===== src/rtl/trap_ctrl.sv =====
// trap_ctrl: machine-mode trap sequencer between the pipeline and the CSR file.
// It prioritises exceptions and interrupts, drains bus traffic, commits to the CSRs and redirects fetch.
//
// Ports:
//   clock/reset
//     i_clk, i_rst (async, active-low)
//   instruction context
//     i_pc, i_inst, i_badaddr
//   synchronous exceptions
//     i_ex_inst_addr, i_ex_illegal, i_ex_ebreak
//     i_ex_ecall, i_ex_st_addr, i_ex_ld_addr
//   MRET
//     i_mret, i_mepc
//   interrupts
//     i_mstatus_mie, i_mie_mask {MEIE,MTIE,MSIE}
//     i_meip, i_mtip, i_msip
//   bus / CSR
//     i_bus_busy, i_tvec
//   outputs
//     o_stall, o_flush, o_trap, o_cause, o_epc, o_tval
//     o_eret, o_redirect, o_redirect_pc, o_drain_tmo
//
// Build option: when TRAP_VECTORED_EN is defined and mtvec mode is vectored (i_tvec[1:0] == 2'b01),
// an interrupt goes to base + 4*cause. Exceptions always go to base.
module trap_ctrl #(
    parameter int XLEN      = 32,
    parameter int DRAIN_MAX = 15
) (
    input  logic            i_clk,
    input  logic            i_rst,
    input  logic [XLEN-1:0] i_pc,
    input  logic [31:0]     i_inst,
    input  logic [XLEN-1:0] i_badaddr,
    input  logic            i_ex_inst_addr,
    input  logic            i_ex_illegal,
    input  logic            i_ex_ebreak,
    input  logic            i_ex_ecall,
    input  logic            i_ex_st_addr,
    input  logic            i_ex_ld_addr,
    input  logic            i_mret,
    input  logic            i_mstatus_mie,
    input  logic [2:0]      i_mie_mask,
    input  logic            i_meip,
    input  logic            i_mtip,
    input  logic            i_msip,
    input  logic            i_bus_busy,
    input  logic [XLEN-1:0] i_tvec,
    input  logic [XLEN-1:0] i_mepc,
    output logic            o_stall,
    output logic            o_flush,
    output logic            o_trap,
    output logic [XLEN-1:0] o_cause,
    output logic [XLEN-1:0] o_epc,
    output logic [XLEN-1:0] o_tval,
    output logic            o_eret,
    output logic            o_redirect,
    output logic [XLEN-1:0] o_redirect_pc,
    output logic            o_drain_tmo
);

    localparam int CW = $clog2(DRAIN_MAX + 1);
    localparam logic [CW-1:0] CNT_LAST = CW'(DRAIN_MAX - 1);

    typedef enum logic [1:0] {
        S_IDLE,
        S_DRAIN,
        S_COMMIT,
        S_REDIR
    } state_e;

    state_e          state_q, state_d;
    logic [CW-1:0]   cnt_q, cnt_d;
    logic [XLEN-1:0] cause_q, cause_d;
    logic [XLEN-1:0] epc_q, epc_d;
    logic [XLEN-1:0] tval_q, tval_d;
    logic [XLEN-1:0] tgt_q, tgt_d;
    logic            eret_q, eret_d;

    logic            ex_hit;
    logic [3:0]      ex_code;
    logic [XLEN-1:0] ex_tval;
    logic [2:0]      irq_v;
    logic            irq_hit;
    logic [3:0]      irq_code;
    logic [XLEN-1:0] tvec_base;
    logic [XLEN-1:0] irq_tgt;
    logic            drain_last;

    // Exception priority: inst_addr > illegal > ebreak > ecall > st_addr > ld_addr
    always_comb begin
        ex_hit  = 1'b1;
        ex_code = 4'd0;
        ex_tval = '0;
        priority case (1'b1)
            i_ex_inst_addr: begin
                ex_code = 4'd0;
                ex_tval = i_badaddr;
            end
            i_ex_illegal: begin
                ex_code = 4'd2;
                ex_tval = XLEN'(i_inst);
            end
            i_ex_ebreak: begin
                ex_code = 4'd3;
                ex_tval = i_pc;
            end
            i_ex_ecall: begin
                ex_code = 4'd11;
            end
            i_ex_st_addr: begin
                ex_code = 4'd6;
                ex_tval = i_badaddr;
            end
            i_ex_ld_addr: begin
                ex_code = 4'd4;
                ex_tval = i_badaddr;
            end
            default: ex_hit = 1'b0;
        endcase
    end

    // Interrupt bit order is {MEI, MTI, MSI}; MSI outranks MTI
    assign irq_v = {i_meip, i_mtip, i_msip} & i_mie_mask & {3{i_mstatus_mie}};
    assign irq_hit = |irq_v;

    always_comb begin
        irq_code = 4'd0;
        priority case (1'b1)
            irq_v[2]: irq_code = 4'd11;
            irq_v[0]: irq_code = 4'd3;
            irq_v[1]: irq_code = 4'd7;
            default:  irq_code = 4'd0;
        endcase
    end

    assign tvec_base = i_tvec & ~XLEN'(3);

`ifdef TRAP_VECTORED_EN
    assign irq_tgt = (i_tvec[1:0] == 2'b01)
                   ? tvec_base + {{(XLEN-6){1'b0}}, irq_code, 2'b00}
                   : tvec_base;
`else
    assign irq_tgt = tvec_base;
`endif

    assign drain_last = (cnt_q == CNT_LAST);

    always_comb begin
        state_d = state_q;
        cnt_d   = cnt_q;
        cause_d = cause_q;
        epc_d   = epc_q;
        tval_d  = tval_q;
        tgt_d   = tgt_q;
        eret_d  = eret_q;
        unique case (state_q)
            S_IDLE: begin
                if (ex_hit) begin
                    cause_d = {1'b0, {(XLEN-5){1'b0}}, ex_code};
                    epc_d   = i_pc;
                    tval_d  = ex_tval;
                    tgt_d   = tvec_base;
                    eret_d  = 1'b0;
                    cnt_d   = '0;
                    state_d = S_DRAIN;
                end else if (irq_hit) begin
                    cause_d = {1'b1, {(XLEN-5){1'b0}}, irq_code};
                    epc_d   = i_pc;
                    tval_d  = '0;
                    tgt_d   = irq_tgt;
                    eret_d  = 1'b0;
                    cnt_d   = '0;
                    state_d = S_DRAIN;
                end else if (i_mret) begin
                    tgt_d   = i_mepc & ~XLEN'(3);
                    eret_d  = 1'b1;
                    state_d = S_REDIR;
                end
            end
            S_DRAIN: begin
                cnt_d = cnt_q + CW'(1);
                // The last allowed drain cycle forces the commit
                if (!i_bus_busy || drain_last) begin
                    state_d = S_COMMIT;
                end
            end
            S_COMMIT: state_d = S_REDIR;
            S_REDIR:  state_d = S_IDLE;
            default:  state_d = S_IDLE;
        endcase
    end

    always_ff @(posedge i_clk or negedge i_rst) begin
        if (!i_rst) begin
            state_q <= S_IDLE;
            cnt_q   <= '0;
            cause_q <= '0;
            epc_q   <= '0;
            tval_q  <= '0;
            tgt_q   <= '0;
            eret_q  <= 1'b0;
        end else begin
            state_q <= state_d;
            cnt_q   <= cnt_d;
            cause_q <= cause_d;
            epc_q   <= epc_d;
            tval_q  <= tval_d;
            tgt_q   <= tgt_d;
            eret_q  <= eret_d;
        end
    end

    assign o_stall       = (state_q != S_IDLE);
    assign o_trap        = (state_q == S_COMMIT);
    assign o_flush       = (state_q == S_COMMIT);
    assign o_redirect    = (state_q == S_REDIR);
    assign o_eret        = (state_q == S_REDIR) && eret_q;
    assign o_redirect_pc = (state_q == S_REDIR) ? tgt_q : '0;
    assign o_drain_tmo   = (state_q == S_DRAIN) && i_bus_busy && drain_last;
    assign o_cause       = cause_q;
    assign o_epc         = epc_q;
    assign o_tval        = tval_q;

endmodule


===== config.mk =====
export PLATFORM = sky130hd
export DESIGN_NAME = trap_ctrl
export DESIGN_NICKNAME = d
export VERILOG_FILES = /design/src/rtl/trap_ctrl.sv
export SDC_FILE = /design/constraint.sdc
export NUM_CORES = 1
export LEC_CHECK = 0
export CAP_MARGIN = 30
export CORE_MARGIN = 10
export CORE_UTILIZATION = 44
export CTS_BUF_LIST = sky130_fd_sc_hd__clkbuf_8
export CTS_CLUSTER_SIZE = 8
export DETAILED_ROUTE_END_ITERATION = 8
export GPL_ROUTABILITY_DRIVEN = 0
export HOLD_SLACK_MARGIN = 0.15
export PLACE_DENSITY = 0.89
export RECOVER_POWER = 25
export SLEW_MARGIN = 25
export SYNTH_ARGS = -nofsm -noshare
export SYNTH_HDL_FRONTEND = slang
export SYNTH_SLANG_ARGS = --single-unit

===== constraint.sdc =====
create_clock -name i_clk -period 6.2 [get_ports i_clk]
set_clock_uncertainty 0.2 [all_clocks]
set_input_delay 1.86 -clock i_clk [delete_from_list [all_inputs] [get_ports i_clk]]
set_output_delay 1.86 -clock i_clk [all_outputs]
set_load 0.02 [all_outputs]

# --- Word-level counts from Yosys, hierarchy flattened ---
# Index checks and enable logic that the tools add are counted.
word_totals:
  word_cells: 74
  register_bits: 135
op_classes:
  reduce_logical: 15
  n_eq_ne: 7
  n_bitwise: 2
  muxes: 42
  add_sub_neg: 1
op_table:
  columns: ["operator", "count"]
  rows:
  - ["32-bit two-way mux", 16]
  - ["4-bit two-way mux", 7]
  - ["3-bit two-way mux", 4]
  - ["1-bit two-way mux", 9]
  - ["2-bit two-way mux", 4]
  - ["2-bit one-hot mux with 4 select lines", 1]
  - ["4-bit one-hot mux with 2 select lines", 1]
  - ["2-bit AND reduction", 4]
  - ["3-bit bitwise AND", 2]
  - ["2-bit nonzero test", 3]
  - ["4-bit by 1-bit adder with 4-bit output, second input constant", 1]
  - ["2-bit equality test, second input constant", 2]
  - ["4-bit equality test, second input constant", 1]
  - ["4-bit != test, second input constant", 1]
  - ["1-bit logical AND", 3]
  - ["3-bit != test, second input constant", 1]
  - ["3-bit nonzero test", 1]
  - ["3-bit OR reduction", 1]
  - ["2-bit by 1-bit equality test with 1-bit output, second input constant", 1]
  - ["2-bit logical NOT", 1]
  - ["2-bit != test, second input constant", 1]
  - ["1-bit logical NOT", 1]
  - ["1-bit logical OR", 1]

# --- Logic depth before layout (Yosys ltp) ---
logic_depth:
  depth_word: 8
  depth_mapped: 9

# --- Least setup slack after synthesis ---
# OpenSTA, ideal clock, no wires.
synth_path:
  path_type: "in2out"
  start: "input i_bus_busy"
  end: "output o_drain_tmo"
  slack_ns: 1.934
  stages: 2
  arrival_time_ns: 2.206
  path_cell_list: "nand2_1 nor2_1"
synth_between:
  elab_chain_len: 2
synth_rtl:
  columns: ["item", "line", "rtl"]
  rows:
  - ["start: declaration", "46", "input logic i_bus_busy,"]
  - ["1-bit logical AND (2 in series)", "219", "assign o_drain_tmo = (state_q == S_DRAIN) && i_bus_busy && drain_last;"]
  - ["end: declaration", "58", "output logic o_drain_tmo"]
# No other way between the ends.

# --- Worst setup path in the final report ---
# Ends and elaborated chain as after synthesis.

==> results.json <==
{
  "result_of_the_run": "complete, but fails checks",
  "failed_checks": "max-capacitance violations, max-slew violations",
  "slew_viol_final": 65,
  "floorplan.core_area_mm2": 0.0132,
  "cts_root_buf": "sky130_fd_sc_hd__clkbuf_8",
  "min-delay-path-class": "flip-flop to flip-flop",
  "cellLeakagePower_nw": 3.77,
  "row_count": 42,
  "synth_flop_cell": "sky130_fd_sc_hd__dfrtp_1",
  "worstSetupStartpointType": "primary input",
  "setup_repair_after_global_routing_missed_its_margin": "false",
  "synth.top_cells.by_area": "sky130_fd_sc_hd__dfrtp_1, sky130_fd_sc_hd__o2bb2ai_2, sky130_fd_sc_hd__and3_1",
  "synth_async_sr_flop_share": 1.00,
  "synth_most_common_cell": "sky130_fd_sc_hd__dfrtp_1",
  "dp_slack_ns": 1.01,
  "arrival_ns": 3.11,
  "netlist.top_cell.by_area": "sky130_fd_sc_hd__dfrtp_1",
  "drt.antenna.violating_nets": 0,
  "synth_commonest_cells": "sky130_fd_sc_hd__dfrtp_1, sky130_fd_sc_hd__and3_1, sky130_fd_sc_hd__buf_4",
  "wire_per_inst_um": 23.1,
  "critical_path_class": "primary input to output port",
  "postSynthRegisterBits": 106,
  "grt_start_max_net_pins": 73,
  "io_buffers": 277,
  "fmaxAchievable_mhz": 193,
  "crit_chain": "clkdlybuf4s50_1, nand2_1, nor2_1, clkdlybuf4s50_1",
  "post-route-min-period_ns": 5.17,
  "power_per_cell_area_mw_per_mm2": 442,
  "worst_slew_margin_rel": -1.31,
  "global_route.overflow_total": 0,
  "syn_area_per_cell_um2": 11.7,
  "crit_top_cell": "sky130_fd_sc_hd__clkdlybuf4s50_1",
  "clock_latency_ns": 0.38,
  "post_synth_num_cell_types": 48,
  "worstPathMaxFanout": 2,
  "filler_cell_count": 987,
  "yosysWarningCount": 0,
  "drive_above_1_share": 0.125,
  "setup_total_negative_slack_ns": 0,
  "detail_route.iter0.violations": 253,
  "synth_top_area_share": 0.446,
  "drt_first_pass_iters": 4,
  "finalSetupViolCount": 0,
  "floorplan.io_pins": 311,
  "maxCapViolCount": 1,
  "hold-worst-slack_ns": 0.301,
  "first_global_vias": 5726,
  "cp_slowest_cell": "sky130_fd_sc_hd__clkdlybuf4s50_1",
  "die_x_um": 136,
  "dpl.hpwl_mm": 16.4,
  "cp_slowest_stage_delay_ns": 0.61,
  "worst_hold_startpoint": "o_tval[7]$_DFFE_PN0P_",
  "antenna_found_initial": 2,
  "cts.clk_slew.worst_paths_ns": 0.10,
  "diodes": 0,
  "numCtsBuffers": 9,
  "vias": 5324,
  "die-area_mm2": 0.0186,
  "layout-area-overhead-vs-synth_pct": 48.1,
  "critical_path_required_ns": 4.14,
  "setup_slack_ns": 1.03,
  "grt_pass1_wl_mm": 32.6,
  "post-cts-setup-buffer-count": 0,
  "tritoncts": "yes",
  "reg2reg_slack_ns": 3.48,
  "vias_per_cell": 5.66,
  "cts_sinks": 106,
  "worstSetupEndpointType": "output port",
  "worstHoldEndpoint": "o_tval[7]$_DFFE_PN0P_",
  "area_post_placement_mm2": 0.00863,
  "hold_viol_final": 0,
  "buffer_levels_on_the_longest_clock_path": 2,
  "cts_hold_buf": 0,
  "design.final.nets": 944,
  "crit-reg2reg-capture": "o_epc[17]$_DFFE_PN0P_",
  "crit-reg2reg-launch": "state_q[0]$_DFFE_PN0P_",
  "cts.repair.resized": 0,
  "min_delay_path_depth": 1,
  "design_area_mm2": 0.00882,
  "irDropWorstVdd_v": 0.000367,
  "area_of_the_mapped_netlist_mm2": 0.00595,
  "height_of_the_die_um": 136,
  "drcViolationCount": 0,
  "syn-instance-count": 511,
  "synth_seq_area_share": 0.446,
  "clock_tree.htree_level_count": 3,
  "worst-slew-pin-transition_ns": 3.47,
  "finish.utilization": 0.666,
  "synth_enable_flop_cells": 0,
  "grt_use_total": 0.223,
  "detail_route.wirelength_mm": 21.7,
  "post-route-period-util": 0.834,
  "reg2reg_depth": 6,
  "initial_utilization": 0.450
}
==> per-stage QoR <==
stage	power (mW)	instances
3_3_place_gp	3.42	923
6_report	3.90	941
3_5_place_dp	3.51	924
4_1_cts	3.92	940
2_1_floorplan	2.61	539
5_1_grt	4.11	941
==> registers in the layout (all words and copies together) (netlist names) <==
register  count
o_epc        32
o_cause       5
tgt_q        30
cnt_q         4
state_q       2
eret_q        1
o_tval       32
==> where the power goes <==
part / internal (mW) / switching (mW) / total (mW)
Combinational: 1.12 / 1.14 / 2.26
Clock: 0.154 / 0.241 / 0.394
Sequential: 1.03 / 0.213 / 1.24
Total: 2.31 / 1.59 / 3.90
==> worst max path at each step <==
stage | startpoint | endpoint | slack [ns] | cells past startpoint
after global placement | i_bus_busy | o_drain_tmo | 1.00 | 4
final | i_bus_busy | o_drain_tmo | 1.03 | 4
after CTS | i_bus_busy | o_drain_tmo | 1.01 | 4
after floorplan | i_bus_busy | o_drain_tmo | 1.93 | 2
after global routing | i_rst | o_epc[17]$_DFFE_PN0P_ | 0.79 | 2
after detailed placement | i_bus_busy | o_drain_tmo | 1.01 | 4
==> layer usage <==
metal  track usage  routed length, um
met1         0.245               8120
met2         0.381              10900
met3        0.0963               2260
met4        0.0728                470
met5             0                 28
==> worst max-delay path: cells and delay by family <==
| kind | cells | cell delay [ns] |
|---|---|---|
| buffers and inverters | 2 | 1.09 |
| AND/OR/NAND/NOR | 2 | 0.16 |
==> layout make-up <==
type	instances	area (um^2)	area share
multi-input cells	346	2860	0.325
clock inverters	6	35.0	0.00397
flip-flops and latches	106	2650	0.301
inverters	6	22.5	0.00255
well taps	176	220	0.0250
clock buffers	10	138	0.0156
repair buffers	291	2890	0.327
==> layout by cell type, fill, tap and decap left out, types with 12 or more instances in the layout <==
master / instances
sky130_fd_sc_hd__dfrtp_1: 106
sky130_fd_sc_hd__clkdlybuf4s50_1: 276
sky130_fd_sc_hd__and3_1: 61
sky130_fd_sc_hd__mux2_2: 29
sky130_fd_sc_hd__a221o_1: 30
sky130_fd_sc_hd__a2bb2oi_1: 33
sky130_fd_sc_hd__a22oi_1: 32
sky130_fd_sc_hd__conb_1: 29
sky130_fd_sc_hd__and2_1: 31
sky130_fd_sc_hd__o2bb2ai_2: 30
sky130_fd_sc_hd__buf_4: 12
==> cells by family (layout without fill, tap and decap cells) <==
logic type / count (synthesis) / after routing / share of synthesized area
mux: 35 / 35 / 0.0656
buf+inv: 87 / 313 / 0.0948
xor+xnor: 1 / 1 / 0.00147
other cells: 1 / 29 / 0.000630
flops: 106 / 106 / 0.446
simple gates: 118 / 118 / 0.120
compound gates: 156 / 156 / 0.257
fa+ha+maj: 7 / 7 / 0.0147
No activity file was read; power rests on OpenSTA's default activity.
